File: config.mk
export PLATFORM = sky130hd
export DESIGN_NAME = tx_module
export DESIGN_NICKNAME = d
export VERILOG_FILES = /design/src/rtl/rs232_pkg.sv /design/src/rtl/tx_bps_module.sv /design/src/rtl/tx_module.sv
export SDC_FILE = /design/constraint.sdc
export NUM_CORES = 1
export LEC_CHECK = 0
export BUFFER_PORTS_ARGS = -buffer_cell sky130_fd_sc_hd__buf_2
export CAP_MARGIN = 20
export CORE_ASPECT_RATIO = 0.8
export CORE_MARGIN = 2
export CORE_UTILIZATION = 30
export CTS_BUF_LIST = sky130_fd_sc_hd__clkbuf_8
export DETAILED_ROUTE_END_ITERATION = 6
export GPL_TIMING_DRIVEN = 1
export SLEW_MARGIN = 40
export SYNTH_ARGS = -nofsm -noshare
export SYNTH_HDL_FRONTEND = slang
export SYNTH_SLANG_ARGS = --single-unit
File: constraint.sdc
create_clock -name CLK -period 2.08 [get_ports CLK]
set_input_delay 0.208 -clock CLK [delete_from_list [all_inputs] [get_ports CLK]]
set_output_delay 0.208 -clock CLK [all_outputs]
set_load 0.01 [all_outputs]
File: src/rtl/rs232_pkg.sv
`default_nettype none
// ============================================================================
//  Module      : rs232_pkg
//  Description : Shared RS232 definitions for the TX and RX paths: FSM state
//                encoding, frame geometry, line levels and a parity helper.
//  Revision    : 1.0 - initial release
// ============================================================================
package rs232_pkg;

    typedef enum logic [2:0] {
        TX_IDLE   = 3'd0,
        TX_START  = 3'd1,
        TX_DATA   = 3'd2,
        TX_PARITY = 3'd3,
        TX_STOP   = 3'd4
    } tx_state_t;

    localparam int   DATA_BITS  = 8;
    localparam logic LINE_IDLE  = 1'b1;
    localparam logic LINE_START = 1'b0;

    // Even parity: the bit that makes the total count of ones even.
    function automatic logic even_parity(input logic [DATA_BITS-1:0] data);
        return ^data;
    endfunction

endpackage

`default_nettype wire

File: src/rtl/tx_bps_module.sv
`default_nettype none
// ============================================================================
//  Module      : tx_bps_module
//  Description : Baud-rate counter. Counts 0..BAUD_DIV-1 while not cleared and
//                raises BPS_Tick for one cycle when the count reaches
//                TICK_POINT (end of bit by default, mid-bit for the RX path).
//  Revision    : 1.0 - initial release
// ============================================================================
module tx_bps_module #(
    parameter int BAUD_DIV   = 434,
    parameter int TICK_POINT = BAUD_DIV - 1
) (
    input  logic CLK,
    input  logic RSTn,
    input  logic BPS_Clear,
    output logic BPS_Tick
);

    localparam int CNT_W = (BAUD_DIV > 1) ? $clog2(BAUD_DIV) : 1;
    localparam logic [CNT_W-1:0] c_CNT_LAST = CNT_W'(BAUD_DIV - 1);
    localparam logic [CNT_W-1:0] c_TICK_AT  = CNT_W'(TICK_POINT);

    logic [CNT_W-1:0] r_cnt;

    always_ff @(posedge CLK or negedge RSTn) begin
        if (!RSTn) begin
            r_cnt <= '0;
        end else if (BPS_Clear || (r_cnt == c_CNT_LAST)) begin
            r_cnt <= '0;
        end else begin
            r_cnt <= r_cnt + 1'b1;
        end
    end

    // Suppressed while cleared so an idle transmitter never sees a stray tick.
    assign BPS_Tick = !BPS_Clear && (r_cnt == c_TICK_AT);

endmodule

`default_nettype wire

File: src/rtl/tx_module.sv
`default_nettype none
// ============================================================================
//  Module      : tx_module
//  Description : UART transmitter, 8 data bits LSB first, one stop bit, idle
//                high. Optional even-parity bit when TX_PARITY_EN is defined.
//  Revision    : 1.0 - initial release
// ============================================================================
module tx_module
    import rs232_pkg::*;
#(
    parameter int BAUD_DIV = 434
) (
    input  logic                 CLK,
    input  logic                 RSTn,
    input  logic                 TX_En_Sig,
    input  logic [DATA_BITS-1:0] TX_Data,
    output logic                 TX_Pin_Out,
    output logic                 TX_Busy,
    output logic                 TX_Done_Sig
);

    localparam logic [2:0] c_LAST_BIT = 3'(DATA_BITS - 1);

    tx_state_t            r_state;
    logic [DATA_BITS-1:0] r_shift;
    logic [2:0]           r_bit_cnt;
    logic                 w_bps_clear;
    logic                 w_tick;
`ifdef TX_PARITY_EN
    logic                 r_parity;
`endif

    // Baud counter sits at zero in IDLE, so every frame starts phase-aligned.
    assign w_bps_clear = (r_state == TX_IDLE);

    tx_bps_module #(
        .BAUD_DIV (BAUD_DIV)
    ) u_bps (
        .CLK       (CLK),
        .RSTn      (RSTn),
        .BPS_Clear (w_bps_clear),
        .BPS_Tick  (w_tick)
    );

    // The line register is loaded with the level of the state being entered,
    // keeping TX_Pin_Out glitch-free and aligned to the bit boundaries.
    always_ff @(posedge CLK or negedge RSTn) begin
        if (!RSTn) begin
            r_state     <= TX_IDLE;
            r_shift     <= '0;
            r_bit_cnt   <= '0;
            TX_Pin_Out  <= LINE_IDLE;
            TX_Busy     <= 1'b0;
            TX_Done_Sig <= 1'b0;
`ifdef TX_PARITY_EN
            r_parity    <= 1'b0;
`endif
        end else begin
            TX_Done_Sig <= 1'b0;
            case (r_state)
                TX_IDLE: begin
                    TX_Pin_Out <= LINE_IDLE;
                    TX_Busy    <= 1'b0;
                    if (TX_En_Sig) begin
                        r_shift    <= TX_Data;
                        r_bit_cnt  <= '0;
`ifdef TX_PARITY_EN
                        r_parity   <= even_parity(TX_Data);
`endif
                        TX_Pin_Out <= LINE_START;
                        TX_Busy    <= 1'b1;
                        r_state    <= TX_START;
                    end
                end

                TX_START: begin
                    if (w_tick) begin
                        TX_Pin_Out <= r_shift[0];
                        r_state    <= TX_DATA;
                    end
                end

                TX_DATA: begin
                    if (w_tick) begin
                        r_shift   <= r_shift >> 1;
                        r_bit_cnt <= r_bit_cnt + 1'b1;
                        if (r_bit_cnt == c_LAST_BIT) begin
`ifdef TX_PARITY_EN
                            TX_Pin_Out <= r_parity;
                            r_state    <= TX_PARITY;
`else
                            TX_Pin_Out <= LINE_IDLE;
                            r_state    <= TX_STOP;
`endif
                        end else begin
                            TX_Pin_Out <= r_shift[1];
                        end
                    end
                end

`ifdef TX_PARITY_EN
                TX_PARITY: begin
                    if (w_tick) begin
                        TX_Pin_Out <= LINE_IDLE;
                        r_state    <= TX_STOP;
                    end
                end
`endif

                TX_STOP: begin
                    if (w_tick) begin
                        TX_Pin_Out  <= LINE_IDLE;
                        TX_Busy     <= 1'b0;
                        TX_Done_Sig <= 1'b1;
                        r_state     <= TX_IDLE;
                    end
                end

                default: begin
                    TX_Pin_Out <= LINE_IDLE;
                    TX_Busy    <= 1'b0;
                    r_state    <= TX_IDLE;
                end
            endcase
        end
    end

endmodule

`default_nettype wire

Word-level counts from Yosys, hierarchy flattened
Index checks and enable logic that the tools add are counted.
W data, S select, Z words.
{"block": "classes", "add_sub_neg": 2, "eq_ne": 10, "muxes": 24, "n_bitwise": 1, "n_reduce_logical": 10}
{"op": "$mux W3", "n": 7}
{"op": "$mux W8", "n": 2}
{"op": "$pmux W8 S2", "n": 1}
{"op": "$pmux W3 S4", "n": 1}
{"op": "$add A9 B1 Y9 const B", "n": 1}
{"op": "$eq A9 B9 Y1 const B", "n": 1}
{"op": "$mux W1", "n": 9}
{"op": "$mux W9", "n": 1}
{"op": "$eq A3 B3 Y1 const B", "n": 2}
{"op": "$ne A2 B1 Y1 const B", "n": 3}
{"op": "$pmux W3 S2", "n": 1}
{"op": "$reduce_and A3 Y1", "n": 2}
{"op": "$reduce_and A5 Y1", "n": 1}
{"op": "$ne A2 B2 Y1 const B", "n": 2}
{"op": "$pmux W1 S4", "n": 1}
{"op": "$add A3 B1 Y3 const B", "n": 1}
{"op": "$eq A3 B1 Y1 const B", "n": 1}
{"op": "$eq A3 B2 Y1 const B", "n": 1}
{"op": "$logic_not A3 Y1", "n": 1}
{"op": "$pmux W1 S3", "n": 1}
{"op": "$reduce_and A2 Y1", "n": 1}
{"op": "$reduce_bool A2 Y1", "n": 1}
{"op": "$reduce_or A2 Y1", "n": 1}
{"op": "$logic_and A1 B1 Y1", "n": 1}
{"op": "other kinds (3)", "n": 3}
{"block": "word_totals", "regBits": 26, "in_bits": 11, "out_inout_bits": 3}

Longest topological paths before layout
{"block": "logic_depth", "depth_word": 5, "depth_mapped": 7, "mapped_depth_nobuf": 6}

By module
A second synthesis with hierarchy kept.
{"block": "hier_totals", "hier_cells": 130, "area_unflattened_um2": 1435.1}
{"module": "tx_module", "instances": 1, "cells_per_inst": 82, "area_each_um2": 948.4, "seq_area_each_um2": 426.7}
{"module": "tx_bps_module", "instances": 1, "cells_per_inst": 48, "area_each_um2": 486.7, "seq_area_each_um2": 225.2}

Least setup slack after synthesis
OpenSTA, ideal clock, no wires.
{"block": "synth_path", "kind": "reg-to-reg", "startpoint": "register u_bps.r_cnt[0]", "endpoint": "register r_state[2]", "arrival_ns": 1.426, "required_time_ns": 2.003, "path_slack_ns": 0.576, "stages_incl_launch_ff": 6, "n_path_buf": 0, "synth_period_minus_slack_ns": 1.504, "path_cell_list": "dfrtp_1 -> ha_1 -> and4_2 -> and2_1 -> or3_1 -> a21oi_1"}
{"block": "synth_via", "elab_chain_len": 4, "word_cells_on_any_way": 6}
{"item": "start, declared", "line": "tx_bps_module.sv:23", "source": "logic [CNT_W-1:0] r_cnt;"}
{"item": "start signal, assigned", "line": "tx_bps_module.sv:31", "source": "r_cnt <= r_cnt + 1'b1;"}
{"item": "$eq A9 B9 Y1 *", "line": "tx_bps_module.sv:36", "source": "assign BPS_Tick = !BPS_Clear && (r_cnt == c_TICK_AT);"}
{"item": "$logic_and A1 B1 Y1 *", "line": "tx_bps_module.sv:36"}
{"item": "$ne A2 B1 Y1 (no line)"}
{"item": "$reduce_and A5 Y1 (no line) *"}
{"item": "end signal, assigned", "line": "tx_module.sv:49", "source": "r_state <= TX_IDLE;"}
{"item": "end signal, assigned", "line": "tx_module.sv:72", "source": "r_state <= TX_START;"}
{"item": "end signal, assigned", "line": "tx_module.sv:79", "source": "r_state <= TX_DATA;"}
{"item": "end, declared", "line": "tx_module.sv:24", "source": "tx_state_t r_state;"}
Mark *: on every way between the ends. The rest lies on a longest branch, timed or not.
A chain may end at the register's enable or synchronous reset.

Worst setup path in the final report
{"block": "layout_path", "startpoint": "register u_bps.r_cnt[0]", "endpoint": "register r_shift[3]"}
{"block": "layout_via", "elab_chain_len": 4}
{"item": "$eq A9 B9 Y1", "line": "tx_bps_module.sv:36"}
{"item": "$logic_and A1 B1 Y1", "line": "tx_bps_module.sv:36"}
{"item": "$ne A2 B1 Y1 (no line)"}
{"item": "$reduce_and A3 Y1 (no line)"}
{"item": "end signal, assigned", "line": "tx_module.sv:65", "source": "r_shift <= TX_Data;"}
{"item": "end signal, assigned", "line": "tx_module.sv:85", "source": "r_shift <= r_shift >> 1;"}
{"item": "end, declared", "line": "tx_module.sv:25", "source": "logic [DATA_BITS-1:0] r_shift;"}
Every way passes these cells.

==> summary.txt <==
Cells and area
  – Register Area: 652 sq um
  – Area occupied by multi-input gates: 608 sq um
  – Share of layout cells above drive strength 1: 0.203
  – Fill cells: 432
  – Area growth syn-to-layout: 12.8%
  – Number of diodes: 0
  – Fin nets: approximately 160

Timing
  – Final hold vios: 0
  – Pins over their slew limit: 0
  – Setup Skew: roughly 6.3 ps
  – RSZ-0062 raised after global routing: no
  – Period utilisation layout: 0.869
  – TNS Setup: 0 ps
  – Slew margin rel.: 0.554
  – Actual slew at the worst max-slew pin: roughly 670 ps
  – # setup viols final: 0
  – Post-layout min period: 1810 ps
  – Fmax: 553 MHz

Power
  – Leak: between 0.6 and 0.7 nW
  – Power per standard cell area: approximately 590 mW/mm^2
  – Pwr Total: 0.875 mW
  – Peak VDD IR: 0.000167 V

Floorplan
  – Die area: between 0.004 and 0.005 sq mm
  – Initial Util: 0.315
  – Die X-Extent: 78.3 microns
  – Die Span Y: 63.4 microns
  – I/O pin count: 14
  – Core area: 0.00420 sq mm
  – Row count: 21

Global route
  – Largest net degree at the start of global routing: 27
  – Vias in the first global route: just under 1000
  – Total Routing Usage GR: 0.114
  – First-pass GRT wire length: 4.40 mm
  – Initial antenna violation count: 0
  – Grt ovf: 0

Placement
  – PortBufs: 13
  – Hpwl dp: between 1.5 and 2 mm
  – GPL Wtd Cong: 0.819

Worst setup path
  – Worst setup SP type: register
  – Max stage delay on crit path: around 580 ps
  – CP Data Arrival Time: 1940 ps
  – CP cell instances: ha_1 > and4_2 > a31oi_2 > o21ai_0
  – Crit path depth: 4
  – Max stage delay cell, worst path: a31oi_2
  – CP max FO: 15
  – Critical Path RT: 2210 ps
  – Largest delay share family, worst path: compound AO/OA/AOI/OAI gates
  – Worst r2r path cells: 4
  – CP Buf/Inv Count: 0
  – CP Capture Type: register
  – Crit Path Class: register to register

Synthesis
  – Post-synth top flop: dfrtp_1
  – Asr flop ratio synth: 1.00
  – Synth Register Bits: 26
  – Synth cell types: 37
  – Avg Cell Area, Syn: 10.4 sq um
  – Post-synthesis cell count: 128
  – Seq/Total Area, Yosys: 0.492
  – Post-Syn Nets: 143
  – Post-synth EDFFs: 0
  – Syn Std Cell Area: 0.00133 sq mm
  – Warnings, synthesis: 0

Drt
  – First-pass DRT Iterations: 4
  – Vias per cell: 4.58
  – WL/cell: roughly 12 microns
  – Final ANT Viol Nets: 0
  – Vias: around 900
  – DRC Markers: 0
  – Starting DRT DRC Count: 22
  – Routed WL: 2.32 mm

Status
  – Status: finished clean

Clock tree
  – Num CTS Buffers: 3
  – Clock input transition at the sequential cells of the worst setup and hold paths: roughly 90 ps
  – Total setup buffers inserted after CTS: 0
  – CTS tree: built
  – H-tree depth: 1
  – Later-pin clock latency in the skew report: 270 ps
  – Clock Path Buffers: 2
  – Clock Tree Root: clkbuf_8
  – TritonCTS Sinks: 26

Flow run
  – Max Cap Viol: 0

Worst hold path
  – Worst hold-check path type: input port to register
  – Min-Delay Path Depth: 3
==> report_power, final <==
part / internal, mW / switching [mW] / leakage (nW)
clock network: 0.169 / 0.154 / 0.0288
logic: 0.0150 / 0.0193 / 0.314
registers: 0.513 / 0.00447 / 0.316
total: 0.697 / 0.177 / 0.658
==> synth_stat cells, drive strengths merged (2+ instances only) <==
| cell | n | area (sq um) |
|---|---|---|
| a21oi | 4 | 20.0 |
| and2 | 2 | 13.8 |
| buf | 5 | 46.3 |
| dfrtp | 25 | 626 |
| ha | 4 | 50.1 |
| inv | 5 | 18.8 |
| mux2 | 2 | 22.5 |
| mux2i | 7 | 70.1 |
| nand2 | 16 | 60.1 |
| nand3 | 3 | 15.0 |
| nand4 | 2 | 12.5 |
| nor2 | 14 | 52.6 |
| nor3 | 3 | 15.0 |
| nor3b | 2 | 20.0 |
| nor4b | 2 | 32.5 |
| o21ai | 13 | 76.3 |
| or2b | 2 | 15.0 |
| xnor2 | 6 | 52.6 |
==> state kept, by name, summed over array words and instances, names as in the netlist <==
register / count
r_bit_cnt: 3
TX_Pin_Out: 1
TX_Done_Sig: 1
r_shift: 8
TX_Busy: 1
r_state: 3
u_bps.r_cnt: 9
==> cell families after synthesis <==
logic type                 count (synthesis)  share of synthesized area
and+or+nand+nor                           51                      0.205
DFF                                       26                      0.492
AOI/OAI and AO/OA                         21                      0.100
buffers and inverters                     10                     0.0491
muxes                                      9                     0.0699
xor gates and xnor gates                   7                     0.0463
adders and majority gates                  4                     0.0378
==> timing repair <==
| item | in CTS | in global routing |
|---|---|---|
| hold buffers | 1 | 0 |
| gates resized for setup | 0 | 0 |
| hold endpoints to repair | 25 | 0 |
==> routing by layer <==
| metal | part of all wire | wire length [microns] | up-vias | track usage |
|---|---|---|---|---|
| li1 | - | - | 464 | - |
| met2 | 0.45 | 1050 | 8 | 0.177 |
| met4 | 0.025 | 57 | 0 | 0.0592 |
| met1 | 0.50 | 1150 | 439 | 0.149 |
| met5 | 0 | 0 | - | 0 |
| met3 | 0.024 | 55 | 4 | 0.0258 |
==> per-stage QoR <==
| stage | setup slack (ps) | instances | cell area (sq um) | util | hold WS [ps] |
|---|---|---|---|---|---|
| after floorplan | 576 | 128 | 1330 | - | -87.6 |
| after global placement | 328 | 195 | 1430 | 0.340 | 229 |
| after detailed placement | 258 | 195 | 1430 | 0.340 | 241 |
| after CTS | 251 | 200 | 1500 | 0.356 | 162 |
| after global routing | 58.5 | 200 | 1500 | 0.356 | 188 |
| final | 273 | 200 | 1500 | 0.356 | 166 |
==> path summary, 6_finish.rpt <==
| check | startpoint | endpoint | slack [ps] |
|---|---|---|---|
| max in group asynchronous | RSTn | u_bps.r_cnt[8] | 1250 |
| worst min register to register | r_shift[5] | r_shift[5] | 480 |
| worst min-delay path | TX_Data[7] | r_shift[7] | 170 |
| min in group asynchronous | RSTn | r_shift[4] | 450 |
| worst max-delay path | u_bps.r_cnt[0] | r_shift[3] | 270 |
| worst max register to register | u_bps.r_cnt[0] | r_shift[3] | 270 |
==> layout by cell type (no fill, tap or decap), types with 2 or more instances in the layout <==
cell type	Yosys	final
nand3_1	3	3
buf_2	1	13
or2b_1	2	2
o21ai_0	9	9
nand2_1	16	16
xnor2_1	6	6
nand4_1	2	2
buf_4	1	2
mux2i_1	7	7
a21oi_1	4	4
nor3_1	3	3
o21ai_2	3	3
nor2_1	14	14
dfrtp_1	25	25
inv_1	5	5
ha_1	4	4
clkbuf_8	0	4
==> area by class of cell <==
type	count	share of cell area
Clock buffer	4	0.0368
Inverter	5	0.0126
Multi-Input combinational cell	92	0.407
Sequential cell	26	0.436
Tap cell	57	0.0477
Timing Repair Buffer	16	0.0603
==> worst reg2reg max path: stages (launching register included) <==
cell and delay [ps]:
dfrtp_1 420, ha_1 210, and4_2 260, a31oi_2 580
o21ai_0 210
Power figures use the tool's default switching activity.
